### src/rtl/spi_pkg.sv
// Shared SPI read-capture constants and FSM state type, used by the RTL and the stimulus master.
package spi_pkg;

  // Command opcodes seen on spi_sdo
  localparam logic [7:0] OP_READ_REG  = 8'd7;
  localparam logic [7:0] OP_WRITE_REG = 8'd1;
  localparam logic [7:0] OP_READ_MEM  = 8'd11;

  // Phase lengths in SPI bits
  localparam int CMD_BITS       = 8;
  localparam int ADDR_BITS      = 32;
  localparam int DATA_BITS      = 32;
  localparam int REG_WDATA_BITS = 8;

  // Bit counter width; wide enough for any dummy length up to 255
  localparam int CNT_W = 8;
  typedef logic [CNT_W-1:0] cnt_t;

  typedef enum logic [2:0] {
    IDLE,
    CMD,
    ADDR,
    DUMMY,
    WDATA,
    RDATA
  } state_t;

endpackage

### src/rtl/spi_read_capture_if.sv
// SPI snoop lines plus the read-word handshake of the capture block.
interface spi_read_capture_if;
  logic        spi_sclk;
  logic        spi_cs;
  logic        spi_sdo;
  logic        spi_sdi;
  logic        rd_valid;
  logic [31:0] rd_data;
  logic        rd_is_reg;
  logic        rd_ready;

  // Stimulus side: drives the SPI lines and consumes captured words
  modport master (
    output spi_sclk, spi_cs, spi_sdo, spi_sdi, rd_ready,
    input  rd_valid, rd_data, rd_is_reg
  );

  // Capture side: snoops the SPI lines and presents captured words
  modport slave (
    input  spi_sclk, spi_cs, spi_sdo, spi_sdi, rd_ready,
    output rd_valid, rd_data, rd_is_reg
  );
endinterface

### src/rtl/spi_read_capture_sync_fifo.sv
// Single-clock FIFO with first-word fall-through head and simultaneous push/pop, also when full.
module sync_fifo #(
  parameter int WIDTH = 33,
  parameter int DEPTH = 8
) (
  input  logic                     clk_i,
  input  logic                     rst_ni,
  input  logic                     push,
  input  logic [WIDTH-1:0]         din,
  input  logic                     pop,
  output logic [WIDTH-1:0]         dout,
  output logic                     full,
  output logic                     empty,
  output logic [$clog2(DEPTH):0]   level
);
  localparam int AW = $clog2(DEPTH);
  localparam logic [AW:0] FULL_CNT = (AW+1)'(DEPTH);

  logic [WIDTH-1:0] mem [DEPTH];
  logic [AW-1:0]    wr_ptr;
  logic [AW-1:0]    rd_ptr;
  logic [AW:0]      count;
  logic             do_push;
  logic             do_pop;

  assign empty   = (count == '0);
  assign full    = (count == FULL_CNT);
  assign do_pop  = pop & ~empty;
  // A pop in the same cycle frees the slot, so a full FIFO still accepts the push
  assign do_push = push & (~full | do_pop);
  assign level   = count;
  // Head reads as zero while empty so the outputs are clean out of reset
  assign dout    = empty ? '0 : mem[rd_ptr];

  // Storage array, written only on an accepted push
  always_ff @(posedge clk_i) begin
    if (do_push) mem[wr_ptr] <= din;
  end

  // Pointers wrap naturally because DEPTH is a power of two
  always_ff @(posedge clk_i or negedge rst_ni) begin
    if (!rst_ni) begin
      wr_ptr <= '0;
      rd_ptr <= '0;
      count  <= '0;
    end else begin
      if (do_push) wr_ptr <= wr_ptr + 1'b1;
      if (do_pop)  rd_ptr <= rd_ptr + 1'b1;
      case ({do_push, do_pop})
        2'b10:   count <= count + 1'b1;
        2'b01:   count <= count - 1'b1;
        default: count <= count;
      endcase
    end
  end
endmodule

### src/rtl/spi_read_capture.sv
// Snoops an SPI bus, decodes commands and captures read-data words into a FIFO.
module spi_read_capture
  import spi_pkg::*;
#(
  parameter int FIFO_DEPTH = 8,
  parameter int DUMMY_MEM  = 34,
  parameter int DUMMY_REG  = 1
) (
  input  logic                          clk_i,
  input  logic                          rst_ni,
  spi_read_capture_if.slave             bus,
  output logic [$clog2(FIFO_DEPTH):0]   level,
  output logic                          overflow,
  output logic                          frame_err
);
  state_t      state;
  cnt_t        cnt;
  logic        sclk_q;
  logic        cs_q;
  logic [6:0]  cmd_sh;
  logic [31:0] word_sh;
  logic        is_reg;
  logic        mem_rd;
  logic        push;
  logic        fifo_full;
  logic        fifo_empty;
  logic [32:0] head;
  logic        sclk_rise;
  logic        cs_fall;
  logic        last_bit;
  logic        pop;
  logic [7:0]  opcode;

  assign sclk_rise = ~sclk_q & bus.spi_sclk;
  assign cs_fall   = cs_q & ~bus.spi_cs;
  assign last_bit  = (cnt == cnt_t'(1));
  assign opcode    = {cmd_sh, bus.spi_sdo};
  assign pop       = bus.rd_valid & bus.rd_ready;

  // Edge detection, phase sequencing and read-word assembly
  always_ff @(posedge clk_i or negedge rst_ni) begin
    if (!rst_ni) begin
      state     <= IDLE;
      cnt       <= '0;
      sclk_q    <= 1'b0;
      cs_q      <= 1'b1;
      cmd_sh    <= '0;
      word_sh   <= '0;
      is_reg    <= 1'b0;
      mem_rd    <= 1'b0;
      push      <= 1'b0;
      frame_err <= 1'b0;
    end else begin
      sclk_q <= bus.spi_sclk;
      cs_q   <= bus.spi_cs;
      push   <= 1'b0;
      if (state != IDLE && bus.spi_cs) begin
        // Frame closed: clean only on a command boundary with no bits taken
        state <= IDLE;
        cnt   <= '0;
        if (!(state == CMD && cnt == cnt_t'(CMD_BITS))) frame_err <= 1'b1;
      end else begin
        case (state)
          IDLE: begin
            if (cs_fall) begin
              state <= CMD;
              cnt   <= cnt_t'(CMD_BITS);
            end
          end
          CMD: begin
            if (sclk_rise) begin
              cmd_sh <= {cmd_sh[5:0], bus.spi_sdo};
              cnt    <= cnt - 1'b1;
              if (last_bit) begin
                if (opcode == OP_READ_REG) begin
                  is_reg <= 1'b1;
                  if (DUMMY_REG == 0) begin
                    state <= RDATA;
                    cnt   <= cnt_t'(DATA_BITS);
                  end else begin
                    state <= DUMMY;
                    cnt   <= cnt_t'(DUMMY_REG);
                  end
                end else if (opcode == OP_WRITE_REG) begin
                  state <= WDATA;
                  cnt   <= cnt_t'(REG_WDATA_BITS);
                end else begin
                  state  <= ADDR;
                  cnt    <= cnt_t'(ADDR_BITS);
                  is_reg <= 1'b0;
                  mem_rd <= (opcode == OP_READ_MEM);
                end
              end
            end
          end
          ADDR: begin
            if (sclk_rise) begin
              cnt <= cnt - 1'b1;
              if (last_bit) begin
                if (!mem_rd) begin
                  state <= WDATA;
                  cnt   <= cnt_t'(DATA_BITS);
                end else if (DUMMY_MEM == 0) begin
                  state <= RDATA;
                  cnt   <= cnt_t'(DATA_BITS);
                end else begin
                  state <= DUMMY;
                  cnt   <= cnt_t'(DUMMY_MEM);
                end
              end
            end
          end
          DUMMY: begin
            if (sclk_rise) begin
              cnt <= cnt - 1'b1;
              if (last_bit) begin
                state <= RDATA;
                cnt   <= cnt_t'(DATA_BITS);
              end
            end
          end
          WDATA: begin
            if (sclk_rise) begin
              cnt <= cnt - 1'b1;
              if (last_bit) begin
                state <= CMD;
                cnt   <= cnt_t'(CMD_BITS);
              end
            end
          end
          RDATA: begin
            if (sclk_rise) begin
              word_sh <= {word_sh[30:0], bus.spi_sdi};
              cnt     <= cnt - 1'b1;
              if (last_bit) begin
                // word_sh and is_reg stay stable next cycle, when the push lands
                push  <= 1'b1;
                state <= CMD;
                cnt   <= cnt_t'(CMD_BITS);
              end
            end
          end
          default: begin
            state <= IDLE;
            cnt   <= '0;
          end
        endcase
      end
    end
  end

  // Sticky record of a completed word that found the FIFO full with no pop
  always_ff @(posedge clk_i or negedge rst_ni) begin
    if (!rst_ni)                           overflow <= 1'b0;
    else if (push && fifo_full && !pop)    overflow <= 1'b1;
  end

  sync_fifo #(
    .WIDTH (33),
    .DEPTH (FIFO_DEPTH)
  ) u_fifo (
    .clk_i  (clk_i),
    .rst_ni (rst_ni),
    .push   (push),
    .din    ({word_sh, is_reg}),
    .pop    (bus.rd_ready),
    .dout   (head),
    .full   (fifo_full),
    .empty  (fifo_empty),
    .level  (level)
  );

  assign bus.rd_valid  = ~fifo_empty;
  assign bus.rd_data   = head[32:1];
  assign bus.rd_is_reg = head[0];
endmodule

### src/flat_wrapper.sv
// flat-port wrapper written by rule: the top's interface ports become plain ports
module spi_read_capture_flat import spi_pkg::*;
#(
  parameter int FIFO_DEPTH = 8,
  parameter int DUMMY_MEM  = 34,
  parameter int DUMMY_REG  = 1
)
  (clk_i, rst_ni, level, overflow, frame_err, bus_spi_sclk, bus_spi_cs, bus_spi_sdo, bus_spi_sdi, bus_rd_ready, bus_rd_valid, bus_rd_data, bus_rd_is_reg);
  spi_read_capture_if bus_i ();
  input  logic clk_i;
  input  logic rst_ni;
  output logic [$clog2(FIFO_DEPTH):0] level;
  output logic overflow;
  output logic frame_err;
  input wire logic [$bits(bus_i.spi_sclk)-1:0] bus_spi_sclk;
  input wire logic [$bits(bus_i.spi_cs)-1:0] bus_spi_cs;
  input wire logic [$bits(bus_i.spi_sdo)-1:0] bus_spi_sdo;
  input wire logic [$bits(bus_i.spi_sdi)-1:0] bus_spi_sdi;
  input wire logic [$bits(bus_i.rd_ready)-1:0] bus_rd_ready;
  output wire logic [$bits(bus_i.rd_valid)-1:0] bus_rd_valid;
  output wire logic [$bits(bus_i.rd_data)-1:0] bus_rd_data;
  output wire logic [$bits(bus_i.rd_is_reg)-1:0] bus_rd_is_reg;
  assign bus_i.spi_sclk = bus_spi_sclk;
  assign bus_i.spi_cs = bus_spi_cs;
  assign bus_i.spi_sdo = bus_spi_sdo;
  assign bus_i.spi_sdi = bus_spi_sdi;
  assign bus_i.rd_ready = bus_rd_ready;
  assign bus_rd_valid = bus_i.rd_valid;
  assign bus_rd_data = bus_i.rd_data;
  assign bus_rd_is_reg = bus_i.rd_is_reg;
  spi_read_capture #(.FIFO_DEPTH(FIFO_DEPTH), .DUMMY_MEM(DUMMY_MEM), .DUMMY_REG(DUMMY_REG)) u_core (.clk_i(clk_i), .rst_ni(rst_ni), .bus(bus_i), .level(level), .overflow(overflow), .frame_err(frame_err));
endmodule
### config.mk
export PLATFORM = sky130hd
export DESIGN_NAME = spi_read_capture_flat
export DESIGN_NICKNAME = d
export VERILOG_FILES = /design/src/rtl/spi_pkg.sv /design/src/rtl/spi_read_capture_if.sv /design/src/rtl/spi_read_capture_sync_fifo.sv /design/src/rtl/spi_read_capture.sv /design/src/flat_wrapper.sv
export SDC_FILE = /design/constraint.sdc
export NUM_CORES = 1
export LEC_CHECK = 0
export ABC_AREA = 1
export CAP_MARGIN = 20
export CELL_PAD_IN_SITES_DETAIL_PLACEMENT = 0
export CELL_PAD_IN_SITES_GLOBAL_PLACEMENT = 1
export CORE_MARGIN = 5
export CORE_UTILIZATION = 53
export DETAILED_ROUTE_END_ITERATION = 8
export PLACE_DENSITY = 0.91
export SYNTH_ARGS = -nofsm -noshare
export SYNTH_HDL_FRONTEND = slang
export SYNTH_HIERARCHICAL = 1
export SYNTH_SLANG_ARGS = --single-unit
### constraint.sdc
create_clock -name clk_i -period 11.45 [get_ports clk_i]
set_input_delay 2.29 -clock clk_i [delete_from_list [all_inputs] [get_ports clk_i]]
set_output_delay 2.29 -clock clk_i [all_outputs]
set_load 0.01 [all_outputs]
==> flow_summary.ini <==
[status]
status = finished, final reports clean

[synth]
synth_most_common_cell = nor2_1
synth_common_cells = 309 x nor2_1, 264 x edfxtp_1, 144 x o21ai_1, 124 x o21ai_0, 95 x nand2_1
synthFlopType = edfxtp_1
yosys.area.top_type = edfxtp_1
synth_area_mm2 = 0.0137
ys_ff_latch = 331
synth.distinct_cells = 38
yosysTopAreaCellShare_pct = 57.9
syn_avg_cell_area_um2 = 11.3
yosys_warnings = 6
synthArstFlopShare_pct = 20.2
synth_edf_count = 264
netlist_instances = 1218
synth_area_leaders = edfxtp_1 58%, dfrtp_1 12%, nor2_1 8.5%
synth_fp_nets = 1233
seq_area_frac_synth_pct = 70.1

[clock_tree]
clkSinkCount = 331
clk_pin_slew_ns = 0.06
cts_setup_buffers = 0
cts_buffer_depth = 3
cts_tree = yes
ctsResizeCount = 0
cts_hold_buf = 0
cts_htree_levels = 1
cts-root-buf = clkbuf_16
insertion_delay_ns = 0.55
cts_inserted_buffers = 31

[job]
drv_cap = 0

[setup_path]
cp.required_ns = 9.16
cp-startpoint = u_core/u_fifo/rd_ptr[0]
worstReg2RegStart = u_core/u_fifo/level[0]
start_kind = flip-flop
reg2reg_depth = 7
cp.arrival_ns = 3.66
crit_fanout = 88
worstSetupEndpointType = primary output
critPathKind = flip-flop to primary output
reg2reg_slack_ns = 8.14
r2r_end = u_core/u_fifo/mem[5][27]

[finish]
final_nets = 1265
syn2layout_area_growth_pct = 11.3
largest_reg_flops = 264
reg.largest.list = u_core/u_fifo/mem: 264 flops, u_core/word_sh: 32 flops, u_core/cnt: 8 flops
drive_above_1_share_pct = 6.83
largest_register = u_core/u_fifo/mem
n_antenna_cell = 0
nFillCells = 1990

[drt]
dr_total_vias = 8748
vias_per_cell = 5.45
drt_iter0_markers = 793
drt-total-wl_um = 28500
first_pass_iters = 5
drtAntennaViolNets = 0
drc = 0
wl_per_cell_um = 17.7

[global_routing]
first_global_vias = 8451
antenna_found_initial = 0
track_usage_pct = 19.6
grt_pass1_wl_um = 45300
grt_max_degree = 96
grt_overflow = 0

[sta]
finalMaxSlewViolations = 0
fin_tns_setup_ns = 0
fin_crit_sh_pct = 52.0
worst_pin_slew_ns = 1.10
fmax_mhz = 168
skew_ns = 0.00879
slew_headroom_pct = 26.2
fin_ws_ns = 5.50
rsz0062_at_grt = false
setup-violations-final = 0
finalHoldViolCount = 0
final.min_clock_period_ns = 5.95

[pwr]
swShare_pct = 35.5
ir_drop_uv = 150
p_switching_w = 0.00134
p_clk_share_pct = 24.5
comb_power_share_pct = 34.8
seq_power_share_pct = 40.8
p_leak_nw = 5.57
p_int_w = 0.00242
p_per_area_mw_per_mm2 = 246

[place]
io_buffers = 46
gp_congestion = 0.796
hpwl_um = 15100
dp_slack_ns = 6.10

[floorplanning]
start_util_pct = 54.1
fp.dieW_um = 171
dieArea_mm2 = 0.0292
rows = 58
core_area_mm2 = 0.0253
die-height_um = 171
io_pins = 47

[worst_hold_path]
holdCritStartpoint = u_core/frame_err
hp-class = flip-flop to flip-flop
hold_depth = 1
min_to = u_core/frame_err
==> area by class of cell <==
cell class | count | area [um2] | share of cell area, %
clock inverter | 12 | 61.3 | 0.402
tap | 330 | 413 | 2.71
clock buffer | 45 | 838 | 5.50
sequential | 331 | 9610 | 63.0
inverter | 65 | 249 | 1.63
timing repair buffer | 61 | 571 | 3.74
multi-input combinational | 760 | 3510 | 23.0
==> per-stage QoR <==
step           hold slack [ns]  instances  utilization (%)  total power (W)  instance area, um2
6_report                 0.487       1604             60.2          0.00376               15300
5_1_grt                  0.522       1604             60.2          0.00401               15300
4_1_cts                  0.492       1604             60.2          0.00379               15300
3_5_place_dp             0.471       1547             56.7          0.00287               14400
3_3_place_gp             0.463       1547             56.7          0.00284               14400
2_1_floorplan            0.453       1218                -          0.00242               13700
==> logic make-up after synthesis <==
family	count (synthesis)	share of synthesized area, %
compound gates	295	10.9
xor+xnor	7	0.447
fa+ha+maj	8	0.785
buf+inv	127	4.66
flops	331	70.1
simple gates	450	13.2
==> worst max-delay path by stage <==
stage,endpoint,slack (ns),cells after the start
after floorplan,u_core/u_fifo/mem[7][0],6.13,4
after global placement,bus_rd_data[3],6.11,7
after detailed placement,bus_rd_data[11],6.10,7
after CTS,bus_rd_data[11],5.51,7
after global routing,bus_rd_data[11],5.26,7
final,bus_rd_data[11],5.50,7
==> power by group through the flow <==
stage	clock, W	sequential [W]	combinational, W
global placement	0	0.00155	0.00129
floorplan	0	0.00149	0.000939
CTS	0.000936	0.00153	0.00132
detailed placement	0	0.00155	0.00132
global route	0.000990	0.00155	0.00147
finish	0.000920	0.00153	0.00131
==> per-layer routing <==
| layer | part of all wire (%) | routed length, um | vias to the layer above | GRT usage (%) |
|---|---|---|---|---|
| li1 | - | - | 4248 | - |
| met1 | 42 | 12100 | 4252 | 27.1 |
| met2 | 51 | 14400 | 215 | 33.5 |
| met5 | 0 | 0 | - | 0 |
| met3 | 5.3 | 1500 | 33 | 2.66 |
| met4 | 1.8 | 510 | 0 | 4.79 |
==> layout by cell type, fill, tap and decap left out, types with 4 or more instances in the layout <==
cell type | Yosys | layout
nor2_1 | 309 | 305
edfxtp_1 | 264 | 264
o21ai_1 | 144 | 144
o21ai_0 | 124 | 124
nand2_1 | 95 | 95
dfrtp_1 | 66 | 64
inv_1 | 62 | 61
clkdlybuf4s50_1 | 0 | 45
clkbuf_16 | 0 | 31
a21oi_1 | 22 | 22
nand3_1 | 20 | 20
buf_4 | 8 | 16
clkbuf_1 | 22 | 13
clkinv_2 | 0 | 7
ha_1 | 7 | 7
nand2_2 | 6 | 6
nor2_4 | 2 | 6
xor2_1 | 5 | 5
nand4_1 | 4 | 4
nor3_2 | 0 | 4
==> critical path, stage by stage, from the launching register on <==
cell and delay, ns:
dfrtp_4 0.65, inv_4 0.43, buf_4 0.77, o21ai_0 0.19, o21ai_0 0.12, nor2_1 0.06, nor2_1 0.22, clkdlybuf4s50_1 0.58
(Power assumes the default switching activity.)
==> edit (config.mk and constraints unchanged) <==
`DUMMY_REG` is set to 1 in 2 places; all go to 0.
--- a/src/rtl/spi_read_capture.sv
+++ b/src/rtl/spi_read_capture.sv
@@ -4,7 +4,7 @@
 #(
   parameter int FIFO_DEPTH = 8,
   parameter int DUMMY_MEM  = 34,
-  parameter int DUMMY_REG  = 1
+  parameter int DUMMY_REG  = 0
 ) (
   input  logic                          clk_i,
   input  logic                          rst_ni,
--- a/src/flat_wrapper.sv
+++ b/src/flat_wrapper.sv
@@ -3,7 +3,7 @@
 #(
   parameter int FIFO_DEPTH = 8,
   parameter int DUMMY_MEM  = 34,
-  parameter int DUMMY_REG  = 1
+  parameter int DUMMY_REG  = 0
 )
   (clk_i, rst_ni, level, overflow, frame_err, bus_spi_sclk, bus_spi_cs, bus_spi_sdo, bus_spi_sdi, bus_rd_ready, bus_rd_valid, bus_rd_data, bus_rd_is_reg);
   spi_read_capture_if bus_i ();
Formal check against the unedited RTL: no difference found for any inputs over 4 cycles, from zero or initial values and one cycle with rst_ni low; that may be too few to reach the edited logic, so the function may still have changed.
==> edit against the original RTL <==
- synthesized cell count rose by 0.33%
- register-to-register slack improved by 110 ps
- wire length decreased by 1.2%
- largest power group unchanged
- setup slack got worse by 110 ps
- sequential cell count unchanged
- clock skew rose by 4.0 ps
- area after synthesis rose by 1.1%
- total power rose by 9.4%
- cell area is 3.1% higher
- largest cell class unchanged
==> edit: results (changes against the original RTL) <==
| Metric | Value |
|---|---|
| CTS buffer count | 34 (was 31) |
| Most frequent cells after synthesis | nor2_1, edfxtp_1, o21ai_1, o21ai_0, nand2_1 (unchanged) |
| Post-synth EDFFs | 264 (unchanged) |
| P_seq | 0.00161 W (was 0.00153 W) |
| Top post-synthesis cells by area | edfxtp_1, dfrtp_1, nor2_1 (unchanged) |
| Critical Path Start | u_core/u_fifo/rd_ptr[0] (unchanged) |
| Nets | 1273 (was 1265) |
| Switch share | 34.3% (was 35.5%) |
| Clock root buffer | clkbuf_16 (unchanged) |
| Post-CTS setup repair buffer count | 0 (unchanged) |
| Worst Hold Launch | u_core/frame_err (unchanged) |
| Synth Warn # | 6 (unchanged) |
| Global-route wire length before repair | 45.6 mm (was 45.3 mm) |
| Later-pin clock latency in the skew report | 500 ps (was 550 ps) |
| Critical path fanouts, max | 78 (was 88) |
| CTS resizes | 0 (unchanged) |
| Net Count, Synth | 1237 (was 1233) |
| Top_reg_cell synth | edfxtp_1 (unchanged) |
| Synth async-reset ratio | 20.2% (unchanged) |
| Synth cell types | 40 (was 38) |
| Hold crit path type | flop to flop (unchanged) |
| Combinational gate power | roughly 0.0013 W |
| Share of cells above drive strength 1 | 10.8% (was 6.83%) |
| Layout Skew | 12.7 ps (was 8.79 ps) |
| Fillers | 1988 (was 1990) |
| Antenna cells | 0 (unchanged) |
| Crit path DAT | 3770 ps (was 3660 ps) |
| Longest Clk Path Bufs | 3 (unchanged) |
| Vias in the first global route | 8611 (was 8451) |
| Slew @ Worst Pin | 926 ps (was 1100 ps) |
| Worst vdd ir | 0.000146 V (was 0.000150 V) |
| Initial antenna violation count | 0 (unchanged) |
| Count of final hold-check violations | 0 (unchanged) |
| Largest net degree at the start of global routing | 93 (was 96) |
| Initial DRC count | 771 (was 793) |
| Post-DP HPWL | 15.0 mm (was 15.1 mm) |
| Vias | 8809 (was 8748) |
| Pre-antenna DRT Iters | 5 (unchanged) |
| Worst slack, placed | 5990 ps (was 6100 ps) |
| GRT Util Overall | 19.6% (about the same) |
| Clk slew on worst S/H paths | 60 ps (about the same) |
| Post-synthesis sequential area ratio | 69.3% (was 70.1%) |
| Status | completed (unchanged) |
| Routed length per placed instance | 17.4 um (was 17.7 um) |
| Placer Congestion | 0.806 (was 0.796) |
| Port bufs | 46 (unchanged) |
| H-tree Lvls | 2 (was 1) |
| Worst reg2reg startpoint | u_core/u_fifo/level[0] (unchanged) |
| Pint | 0.00270 W (was 0.00242 W) |
| Leakage | 5.82 nW (was 5.57 nW) |
-- edit: layout make-up --
cell class / instances / share of cell area (%)
Clock buffer: 49 / 6.62
Clock inverter: 13 / 1.11
Inverter: 60 / 1.46
Multi-Input combinational cell: 768 / 23.3
Sequential cell: 331 / 61.2
Tap cell: 335 / 2.67
Timing Repair Buffer: 63 / 3.72
-- edit: per-layer routing --
metal  GRT usage (%)  part of all wire [%]  vias to the layer above
met5               0                     0                        -
met2            32.5                    49                      232
met3            3.03                   5.4                       44
li1                -                     -                     4282
met1            27.1                    44                     4251
met4            5.79                   2.2                        0
-- edit: kinds of logic after synthesis --
kind of cell               share of synthesized area [%]
DFF                                                 69.3
xor gates and xnor gates                           0.379
and+or+nand+nor                                     13.9
AOI/OAI and AO/OA                                   10.9
buffers and inverters                               4.71
adders and majority gates                          0.776
-- edit: critical path, cell delays in order, from the launching register on --
cell,delay (ps)
dfrtp_4,690
inv_4,530
buf_4,760
o21ai_1,190
o21ai_1,130
nor2_1,60
nor2_1,260
clkdlybuf4s50_1,600
-- edit: final timing paths --
kind | to | slack [ps] | depth (start not counted)
worst min-delay path | u_core/frame_err | 480 | 1
worst max register to register | u_core/u_fifo/mem[4][22] | 8250 | 7
min in group asynchronous | u_core/word_sh[26] | 1930 | 1
max in group asynchronous | u_core/u_fifo/rd_ptr[1] | 8830 | 1
worst min register to register | u_core/frame_err | 480 | 1
worst max-delay path | bus_rd_data[2] | 5390 | 7
-- edit: through the flow --
step                      cell area (sq um)  std cells  util, %  hold WS (ps)
final                                 15700       1619     60.7           480
after global routing                  15700       1619     60.7           518
after CTS                             15700       1619     60.7           488
after detailed placement              14500       1557     56.0           467
after global placement                14500       1557     56.0           467
after floorplan                       13900       1222        -           460
